**src/rtl/uart_rx_framed_if.sv**
```systemverilog
// Receive-side handshake bundle: held frame, status flags and the consumer's ready.
interface uart_rx_framed_if #(
  parameter int unsigned DATA_BITS = 8
);
  logic                 data_out_valid;
  logic                 data_out_ready;
  logic [DATA_BITS-1:0] data_out;
  logic                 parity_error;
  logic                 framing_error;
  logic                 overrun;

  modport master (
    output data_out_valid,
    output data_out,
    output parity_error,
    output framing_error,
    output overrun,
    input  data_out_ready
  );

  modport slave (
    input  data_out_valid,
    input  data_out,
    input  parity_error,
    input  framing_error,
    input  overrun,
    output data_out_ready
  );
endinterface

```
**src/rtl/uart_rx_framed.sv**
```systemverilog
// Parametrised UART receiver: synchronised line input, mid-bit sampling, parity and
// framing checks, and a valid/ready output register with sticky overrun reporting.
module uart_rx_framed #(
  parameter int unsigned CLOCKS_PER_BIT = 10000,
  parameter int unsigned DATA_BITS      = 8,
  parameter int unsigned PARITY_MODE    = 0,
  parameter int unsigned STOP_BITS      = 1
) (
  input  logic              clock,
  input  logic              clear,
  input  logic              uart_rx,
  output logic              busy,
  uart_rx_framed_if.master  out_if
);

  localparam int unsigned CNT_W = (CLOCKS_PER_BIT > 1) ? $clog2(CLOCKS_PER_BIT) : 1;
  localparam int unsigned IDX_W = $clog2(DATA_BITS);

  localparam logic [CNT_W-1:0] HALF_LAST = CNT_W'(CLOCKS_PER_BIT / 2 - 1);
  localparam logic [CNT_W-1:0] BIT_LAST  = CNT_W'(CLOCKS_PER_BIT - 1);
  localparam logic [IDX_W-1:0] DATA_LAST = IDX_W'(DATA_BITS - 1);
  localparam logic             STOP_LAST = 1'(STOP_BITS - 1);

  typedef enum logic [2:0] {
    S_IDLE   = 3'd0,
    S_START  = 3'd1,
    S_DATA   = 3'd2,
    S_PARITY = 3'd3,
    S_STOP   = 3'd4
  } state_e;

  logic                 sync1_q, sync2_q;
  logic                 rx_s;
  state_e               state_q, state_d;
  logic [CNT_W-1:0]     cnt_q, cnt_d;
  logic [IDX_W-1:0]     idx_q, idx_d;
  logic                 stop_idx_q, stop_idx_d;
  logic [DATA_BITS-1:0] shift_q, shift_d;
  logic                 par_err_q, par_err_d;
  logic                 frm_err_q, frm_err_d;
  logic                 load_q, load_d;
  logic                 busy_q, busy_d;
  logic                 par_calc;

  logic                 valid_q, valid_d;
  logic [DATA_BITS-1:0] data_q, data_d;
  logic                 pe_q, pe_d;
  logic                 fe_q, fe_d;
  logic                 ovr_q, ovr_d;

  assign rx_s     = sync2_q;
  assign par_calc = (^shift_q) ^ rx_s;

  // Frame sequencer: next state, bit timing and per-frame accumulators.
  always_comb begin
    state_d    = state_q;
    cnt_d      = cnt_q + CNT_W'(1);
    idx_d      = idx_q;
    stop_idx_d = stop_idx_q;
    shift_d    = shift_q;
    par_err_d  = par_err_q;
    frm_err_d  = frm_err_q;
    load_d     = 1'b0;

    unique case (state_q)
      S_IDLE: begin
        cnt_d = '0;
        if (!rx_s) begin
          state_d    = S_START;
          stop_idx_d = 1'b0;
          par_err_d  = 1'b0;
          frm_err_d  = 1'b0;
        end
      end
      S_START: begin
        if (cnt_q == HALF_LAST) begin
          cnt_d = '0;
          if (!rx_s) begin
            state_d = S_DATA;
            idx_d   = '0;
          end else begin
            state_d = S_IDLE;
          end
        end
      end
      S_DATA: begin
        if (cnt_q == BIT_LAST) begin
          cnt_d          = '0;
          shift_d[idx_q] = rx_s;
          if (idx_q == DATA_LAST) begin
            state_d = (PARITY_MODE != 0) ? S_PARITY : S_STOP;
          end else begin
            idx_d = idx_q + IDX_W'(1);
          end
        end
      end
      S_PARITY: begin
        if (cnt_q == BIT_LAST) begin
          cnt_d     = '0;
          par_err_d = (PARITY_MODE == 1) ? par_calc : ~par_calc;
          state_d   = S_STOP;
        end
      end
      S_STOP: begin
        if (cnt_q == BIT_LAST) begin
          cnt_d = '0;
          if (!rx_s) frm_err_d = 1'b1;
          // Leaving mid-stop-bit lets a back-to-back start edge be caught.
          if (stop_idx_q == STOP_LAST) begin
            state_d = S_IDLE;
            load_d  = 1'b1;
          end else begin
            stop_idx_d = ~stop_idx_q;
          end
        end
      end
      default: begin
        state_d = S_IDLE;
        cnt_d   = '0;
      end
    endcase

    busy_d = (state_d != S_IDLE);
  end

  // Output holding register with valid/ready handshake and sticky overrun.
  always_comb begin
    valid_d = valid_q;
    data_d  = data_q;
    pe_d    = pe_q;
    fe_d    = fe_q;
    ovr_d   = ovr_q;

    if (valid_q && out_if.data_out_ready) begin
      valid_d = 1'b0;
      ovr_d   = 1'b0;
    end
    if (load_q) begin
      valid_d = 1'b1;
      data_d  = shift_q;
      pe_d    = par_err_q;
      fe_d    = frm_err_q;
      if (valid_q && !out_if.data_out_ready) ovr_d = 1'b1;
    end
  end

  always_ff @(posedge clock or posedge clear) begin
    if (clear) begin
      sync1_q    <= 1'b1;
      sync2_q    <= 1'b1;
      state_q    <= S_IDLE;
      cnt_q      <= '0;
      idx_q      <= '0;
      stop_idx_q <= 1'b0;
      shift_q    <= '0;
      par_err_q  <= 1'b0;
      frm_err_q  <= 1'b0;
      load_q     <= 1'b0;
      busy_q     <= 1'b0;
      valid_q    <= 1'b0;
      data_q     <= '0;
      pe_q       <= 1'b0;
      fe_q       <= 1'b0;
      ovr_q      <= 1'b0;
    end else begin
      sync1_q    <= uart_rx;
      sync2_q    <= sync1_q;
      state_q    <= state_d;
      cnt_q      <= cnt_d;
      idx_q      <= idx_d;
      stop_idx_q <= stop_idx_d;
      shift_q    <= shift_d;
      par_err_q  <= par_err_d;
      frm_err_q  <= frm_err_d;
      load_q     <= load_d;
      busy_q     <= busy_d;
      valid_q    <= valid_d;
      data_q     <= data_d;
      pe_q       <= pe_d;
      fe_q       <= fe_d;
      ovr_q      <= ovr_d;
    end
  end

  assign busy                 = busy_q;
  assign out_if.data_out_valid = valid_q;
  assign out_if.data_out       = data_q;
  assign out_if.parity_error   = pe_q;
  assign out_if.framing_error  = fe_q;
  assign out_if.overrun        = ovr_q;

endmodule
```
**src/flat_wrapper.sv**
```systemverilog
// flat-port wrapper written by rule: the top's interface ports become plain ports
module uart_rx_framed_flat 
#(
  parameter int unsigned CLOCKS_PER_BIT = 10000,
  parameter int unsigned DATA_BITS      = 8,
  parameter int unsigned PARITY_MODE    = 0,
  parameter int unsigned STOP_BITS      = 1
)
  (clock, clear, uart_rx, busy, out_if_data_out_valid, out_if_data_out, out_if_parity_error, out_if_framing_error, out_if_overrun, out_if_data_out_ready);
  uart_rx_framed_if #(.DATA_BITS(DATA_BITS)) out_if_i ();
  input  logic clock;
  input  logic clear;
  input  logic uart_rx;
  output logic busy;
  output wire logic [$bits(out_if_i.data_out_valid)-1:0] out_if_data_out_valid;
  output wire logic [$bits(out_if_i.data_out)-1:0] out_if_data_out;
  output wire logic [$bits(out_if_i.parity_error)-1:0] out_if_parity_error;
  output wire logic [$bits(out_if_i.framing_error)-1:0] out_if_framing_error;
  output wire logic [$bits(out_if_i.overrun)-1:0] out_if_overrun;
  input wire logic [$bits(out_if_i.data_out_ready)-1:0] out_if_data_out_ready;
  assign out_if_data_out_valid = out_if_i.data_out_valid;
  assign out_if_data_out = out_if_i.data_out;
  assign out_if_parity_error = out_if_i.parity_error;
  assign out_if_framing_error = out_if_i.framing_error;
  assign out_if_overrun = out_if_i.overrun;
  assign out_if_i.data_out_ready = out_if_data_out_ready;
  uart_rx_framed #(.CLOCKS_PER_BIT(CLOCKS_PER_BIT), .DATA_BITS(DATA_BITS), .PARITY_MODE(PARITY_MODE), .STOP_BITS(STOP_BITS)) u_core (.clock(clock), .clear(clear), .uart_rx(uart_rx), .busy(busy), .out_if(out_if_i));
endmodule
```
**config.mk**
```make
export PLATFORM = sky130hd
export DESIGN_NAME = uart_rx_framed_flat
export DESIGN_NICKNAME = d
export VERILOG_FILES = /design/src/rtl/uart_rx_framed_if.sv /design/src/rtl/uart_rx_framed.sv /design/src/flat_wrapper.sv
export SDC_FILE = /design/constraint.sdc
export NUM_CORES = 1
export LEC_CHECK = 0
export ABC_CLOCK_PERIOD_IN_PS = 3800
export CAP_MARGIN = 20
export CORE_MARGIN = 2
export CORE_UTILIZATION = 54
export CTS_BUF_LIST = sky130_fd_sc_hd__clkbuf_4
export DETAILED_ROUTE_END_ITERATION = 7
export DONT_BUFFER_PORTS = 1
export GPL_ROUTABILITY_DRIVEN = 0
export HOLD_SLACK_MARGIN = 0.12
export PLACE_DENSITY = 0.69
export SYNTH_ARGS = -nofsm -noshare
export SYNTH_HDL_FRONTEND = slang
export SYNTH_SLANG_ARGS = --single-unit
```
**constraint.sdc**
```tcl
create_clock -name clock -period 3.8 [get_ports clock]
set_input_delay 0.38 -clock clock [delete_from_list [all_inputs] [get_ports clock]]
set_output_delay 0.38 -clock clock [all_outputs]
set_load 0.1 [all_outputs]
```
== Word-level counts from Yosys, hierarchy flattened ==
Cells that the tools add are included.
Word-level totals
  register bits after elaboration: 47
  bits in latches: 0
  memory bits (writable): 0
  bits in read-only memories: 0
  output and inout bits: 13
  memories kept: 0
Cells by class
  add/subtract/negate cells: 2
  multipliers: 0
  div/mod/pow operators: 0
  $lt $le $gt $ge: 2
  equality and inequality tests: 15
  shifts and indexed selects: 0
  multiplexer cells: 37
  bitwise logic cells: 3
  reductions and logical operators: 17
Operators by type and width (count)
  3-bit two-way mux: 11
  14-bit two-way mux: 2
  14-bit case mux with 2 select lines: 1
  1-bit two-way mux: 15
  3-bit case mux with 5 select lines: 1
  14-bit by 1-bit adder with 14-bit output (second input constant): 1
  14-bit by 13-bit == test with 1-bit output (second input constant): 1
  14-bit == test (second input constant): 1
  8-bit bitwise mux: 1
  2-bit by 1-bit != test with 1-bit output (second input constant): 4
  2-bit != test (second input constant): 4
  2-bit nonzero test: 4
  8-bit parity: 1
  3-bit by 2-bit == test with 1-bit output (second input constant): 2
  3-bit == test (second input constant): 2
  1-bit case mux with 2 select lines: 3
  3-bit case mux with 2 select lines: 1
  3-bit AND reduction: 2
  5-bit AND reduction: 1
  3-bit by 4-bit less-than comparator with 1-bit output (second input constant): 1
  4-bit AND reduction: 1
  3-bit by 1-bit adder with 3-bit output (second input constant): 1
  1-bit demux with 3-bit select: 1
  3-bit by 1-bit == test with 1-bit output (second input constant): 1
  10 further kinds: 13

== Depth between registers and ports, before layout ==
  word-level depth: 5
  gate-level depth with buffers: 7

== Worst setup path after synthesis ==
Ideal clock, no wire load.
  path type: flip-flop to flip-flop
  from: register u_core.cnt_q[11]
  to: register u_core.shift_q[0]
  setup time: 128 ps
  data arrival time: 2148 ps
  data required time: 3672 ps
  setup slack: 1525 ps
  stages on the path, launching flop included: 6
  path buffers: 1
  period minus slack after synthesis: 2275 ps
  cell sequence: dfrtp_1 -> or4_4 -> or4_4 -> buf_6 -> nor4_1 -> mux2_1
Between the ends
  longest elaborated chain between the ends: 2
Ends and longest elaborated chain
  start, declared: RTL line uart_rx_framed.sv:35  | logic [CNT_W-1:0] cnt_q, cnt_d;
  start signal, assigned: RTL line uart_rx_framed.sv:169  | cnt_q <= cnt_d;
  14-bit == test: RTL line uart_rx_framed.sv:87  | if (cnt_q == BIT_LAST) begin
  2-bit AND reduction (no line)
  end signal, assigned: RTL line uart_rx_framed.sv:172  | shift_q <= shift_d;
  end, declared: RTL line uart_rx_framed.sv:38  | logic [DATA_BITS-1:0] shift_q, shift_d;
No other way between the ends.
A chain may end at the register's enable or synchronous reset.

== Worst setup path after layout ==
  from: register u_core.cnt_q[4]
  to: register u_core.idx_q[0]
Between the ends
  longest elaborated chain between the ends: 3
  elaborated cells on any way between the ends: 5
  those cells by class: eq/ne (4); reduce/logical (1)
Ends and longest elaborated chain
  14-bit == test or 14-bit by 13-bit == test with 1-bit output (tied branches): RTL line uart_rx_framed.sv:87, uart_rx_framed.sv:76
  2-bit by 1-bit != test with 1-bit output (no line)
  5-bit AND reduction (no line) (*)
  end signal, assigned: RTL line uart_rx_framed.sv:170  | idx_q <= idx_d;
  end, declared: RTL line uart_rx_framed.sv:36  | logic [IDX_W-1:0] idx_q, idx_d;
Every way passes the cells marked *; elsewhere a longest branch is shown, timed or not.

==> impl_metrics.csv <==
group,metric,value,unit
global_routing,grt_pass1_vias,1332,
worst_setup_path,rrSetupSlack,1.34,ns
clock_network,post_cts_resized,0,
clock_network,worstSkewPairLatency,0.35,ns
global_routing,grt_usage,18.7,%
pwr,p_leak,1.05,nW
yosys,ys_top_cells_by_count,"dfrtp_1 (44), nor2_1 (18), mux2_2 (17)",
yosys,ys_warn_count,0,
pwr,power_density,351,mW/mm2
floorplan,io_pins,17,
detailed_routing,routedWlPerCell,15.0,um
timing,tns,0,ns
yosys,synth_edf_count,0,
clock_network,tritoncts,"built",
floorplan,die_y,67.1,um
floorplan,die-area,0.00450,mm2
detailed_routing,vias_per_cell,5.63,
timing,rsz0062_at_grt,"false",
timing,drv_slew,0,
worst_setup_path,cp-end-kind,"flop",
floorplan,start_util,57.4,%
job,maxCapViolCount,0,
timing,max_slew.worst_pin.slew,0.958,ns
worst_setup_path,reg2reg_to,"u_core.idx_q[0]$_DFFE_PP0P_",
clock_network,htreeDepth,2,
floorplan,coreArea,0.00374,mm2
placed_design,dp.final_hpwl,2530,um
yosys,synth_area_leader_cell,"dfrtp_1",
detailed_routing,drtIter0Drc,112,
detailed_routing,dr.pass1.iters,4,
min_path,hold_path_depth,2,
floorplan,rows,22,
min_path,min_path_type,"in -> reg",
clock_network,clk_pin_slew_worst_paths,0.14,ns
timing,skew,0.0182,ns
timing,timing.slew.headroom,36.1,%
detailed_routing,antenna_left,0,
global_routing,grt_max_degree,47,
clock_network,postCtsSetupBuffers,0,
yosys,synth.avg_cell_area,11.6,um2
yosys,synth_top_area_share,51.2,%
placed_design,dpl-instance-area,0.00219,mm2
clock_network,cts_root_buffer,"clkbuf_4",
yosys,synth.cell_area,0.00215,mm2
clock_network,clock_sinks,46,
yosys,synthCells,186,
worst_setup_path,worstRegToRegCells,4,
worst_setup_path,worstPathMaxFanout,6,
min_path,worstHoldStart,"out_if_data_out_ready",
yosys,ys_seq_area_share,53.7,%
yosys,synth_area_leaders,"dfrtp_1 (51%), mux2_2 (8.9%), xnor2_1 (5.3%), nor2_1 (3.1%), dfstp_2 (2.4%)",
worst_setup_path,arrival,2.72,ns
yosys,synthArstFlopShare,100,%
floorplan,dieWidth,67.1,um
yosys,syn_nets,194,
worst_setup_path,critPathLaunchType,"flop",
clock_network,numCtsBuffers,5,
yosys,post_synth_num_cell_types,42,
global_routing,antenna_found_initial,0,
pwr,peakVddDrop,259,uV
clock_network,postCtsHoldBufs,3,
clock_network,cts_buffer_depth,2,
min_path,min_to,"u_core.out_if.data_out_valid$_DFFE_PP0P_",
timing,final-setup-viol-count,0,
detailed_routing,drc_errors,0,
worst_setup_path,required,4.06,ns
timing,clock.fmax,0.406,GHz
placed_design,io_buffers,0,
detailed_routing,wl,3610,um
global_routing,overflow,0,
worst_setup_path,worstSetupPathType,"reg -> reg",
layout,fin_area,0.00230,mm2
yosys,synth_most_common_cell,"dfrtp_1",
detailed_routing,vias,1357,
layout,num_antenna_cells,0,
worst_setup_path,crit-reg2reg-launch,"u_core.cnt_q[4]$_DFF_PP0_",
layout,drive_gt1_share,17.1,%
layout,nFillCells,325,
timing,period_share,64.9,%
timing,finalHoldViolCount,0,
timing,min_period,2.46,ns
global_routing,grt_pass1_wl,6200,um
run_status,status,"finished, final reports clean",
layout,finalNetCount,200,
yosys,ys.flop_type,"dfrtp_1",
yosys,ys_ff_latch,46,
layout,layout-area-overhead-vs-synth,6.99,%
[area by class of cell]
type / instances / area (um2) / area share, %
Tap cell: 48 / 60.1 / 2.61
Clock inverter: 2 / 37.5 / 1.63
Inverter: 3 / 11.3 / 0.490
Timing Repair Buffer: 4 / 37.5 / 1.63
Sequential cell: 46 / 1150 / 50.2
Multi-Input combinational cell: 132 / 955 / 41.5
Clock buffer: 6 / 45.0 / 1.96
[critical path, cell delays in order, from the launching register on]
cell	delay, ns
dfrtp_1	0.46
or4_4	0.52
nor4_1	0.75
a32oi_1	0.29
mux2_2	0.35
[state kept, by name, indices dropped and copies added, names as in the netlist, 3 cells and up, named ones only]
| register | cells |
|---|---|
| u_core.cnt_q | 14 |
| u_core.shift_q | 8 |
| u_core.out_if.data_out | 8 |
| u_core.state_q | 3 |
| u_core.idx_q | 3 |
[cells by family (layout without fill, tap and decap cells)]
logic type	after synthesis	count (layout)	share of synthesized area [%]
and+or+nand+nor	74	74	18.7
muxes	20	20	10.4
xor gates and xnor gates	18	18	7.97
AOI/OAI and AO/OA	16	16	5.01
DFF	46	46	53.7
buffers and inverters	8	15	1.92
adders and majority gates	4	4	2.33
[stage by stage]
stage               instances  total power [mW]  hold slack, ns  utilization (%)  setup slack [ns]
floorplan                 186             0.512           0.345                -              1.52
global placement          230             0.516           0.347             58.4              1.33
detailed placement        230             0.516           0.349             58.4              1.36
CTS                       241             0.816           0.169             61.4              1.34
global route              241             0.838           0.171             61.4              1.11
finish                    241             0.808           0.191             61.4              1.34
[worst max-delay path by stage]
stage	from	endpoint	slack (ns)	cells past startpoint
5_1_grt	u_core.cnt_q[4]$_DFF_PP0_	u_core.idx_q[0]$_DFFE_PP0P_	1.11	4
3_3_place_gp	u_core.cnt_q[11]$_DFF_PP0_	u_core.idx_q[0]$_DFFE_PP0P_	1.33	4
4_1_cts	u_core.cnt_q[11]$_DFF_PP0_	u_core.idx_q[0]$_DFFE_PP0P_	1.34	4
3_5_place_dp	u_core.cnt_q[11]$_DFF_PP0_	u_core.idx_q[0]$_DFFE_PP0P_	1.36	4
2_1_floorplan	u_core.cnt_q[11]$_DFF_PP0_	u_core.shift_q[0]$_DFFE_PP0P_	1.52	5
6_report	u_core.cnt_q[4]$_DFF_PP0_	u_core.idx_q[0]$_DFFE_PP0P_	1.34	4
[cells in the final DEF (no fill, tap or decap), types with 2 or more instances in the layout]
cell type and n:
mux2_1 2, inv_1 2, dfrtp_1 44, a21oi_1 5, nand3_1 7, nor3_1 8
nor4_1 7, a22o_1 2, nand2_1 10, xnor2_1 13, nor2_1 18, dfstp_2 2
ha_1 4, nand4_1 2, nand2b_1 4, or4_4 2, or3_1 3, xor2_1 4
nor2b_1 3, dlygate4sd3_1 3, o21ai_0 3, clkbuf_4 6, mux2_2 17, nor4b_1 2
[report_power, final]
part           leakage (nW)  internal [mW]  switching (mW)
combinational         0.393        0.00416          0.0107
sequential            0.611          0.491         0.00210
clock                0.0419          0.146           0.154
[layer usage]
metal  vias to the layer above  share of wire [%]  global-route usage [%]
met2                        24                 46                    27.6
met1                       657                 50                    26.7
met5                         -                  0                       0
met4                         0               0.39                    6.89
li1                        674                  -                       -
met3                         2                3.5                    4.39
Note: power is estimated with default switching activity, not from simulation.
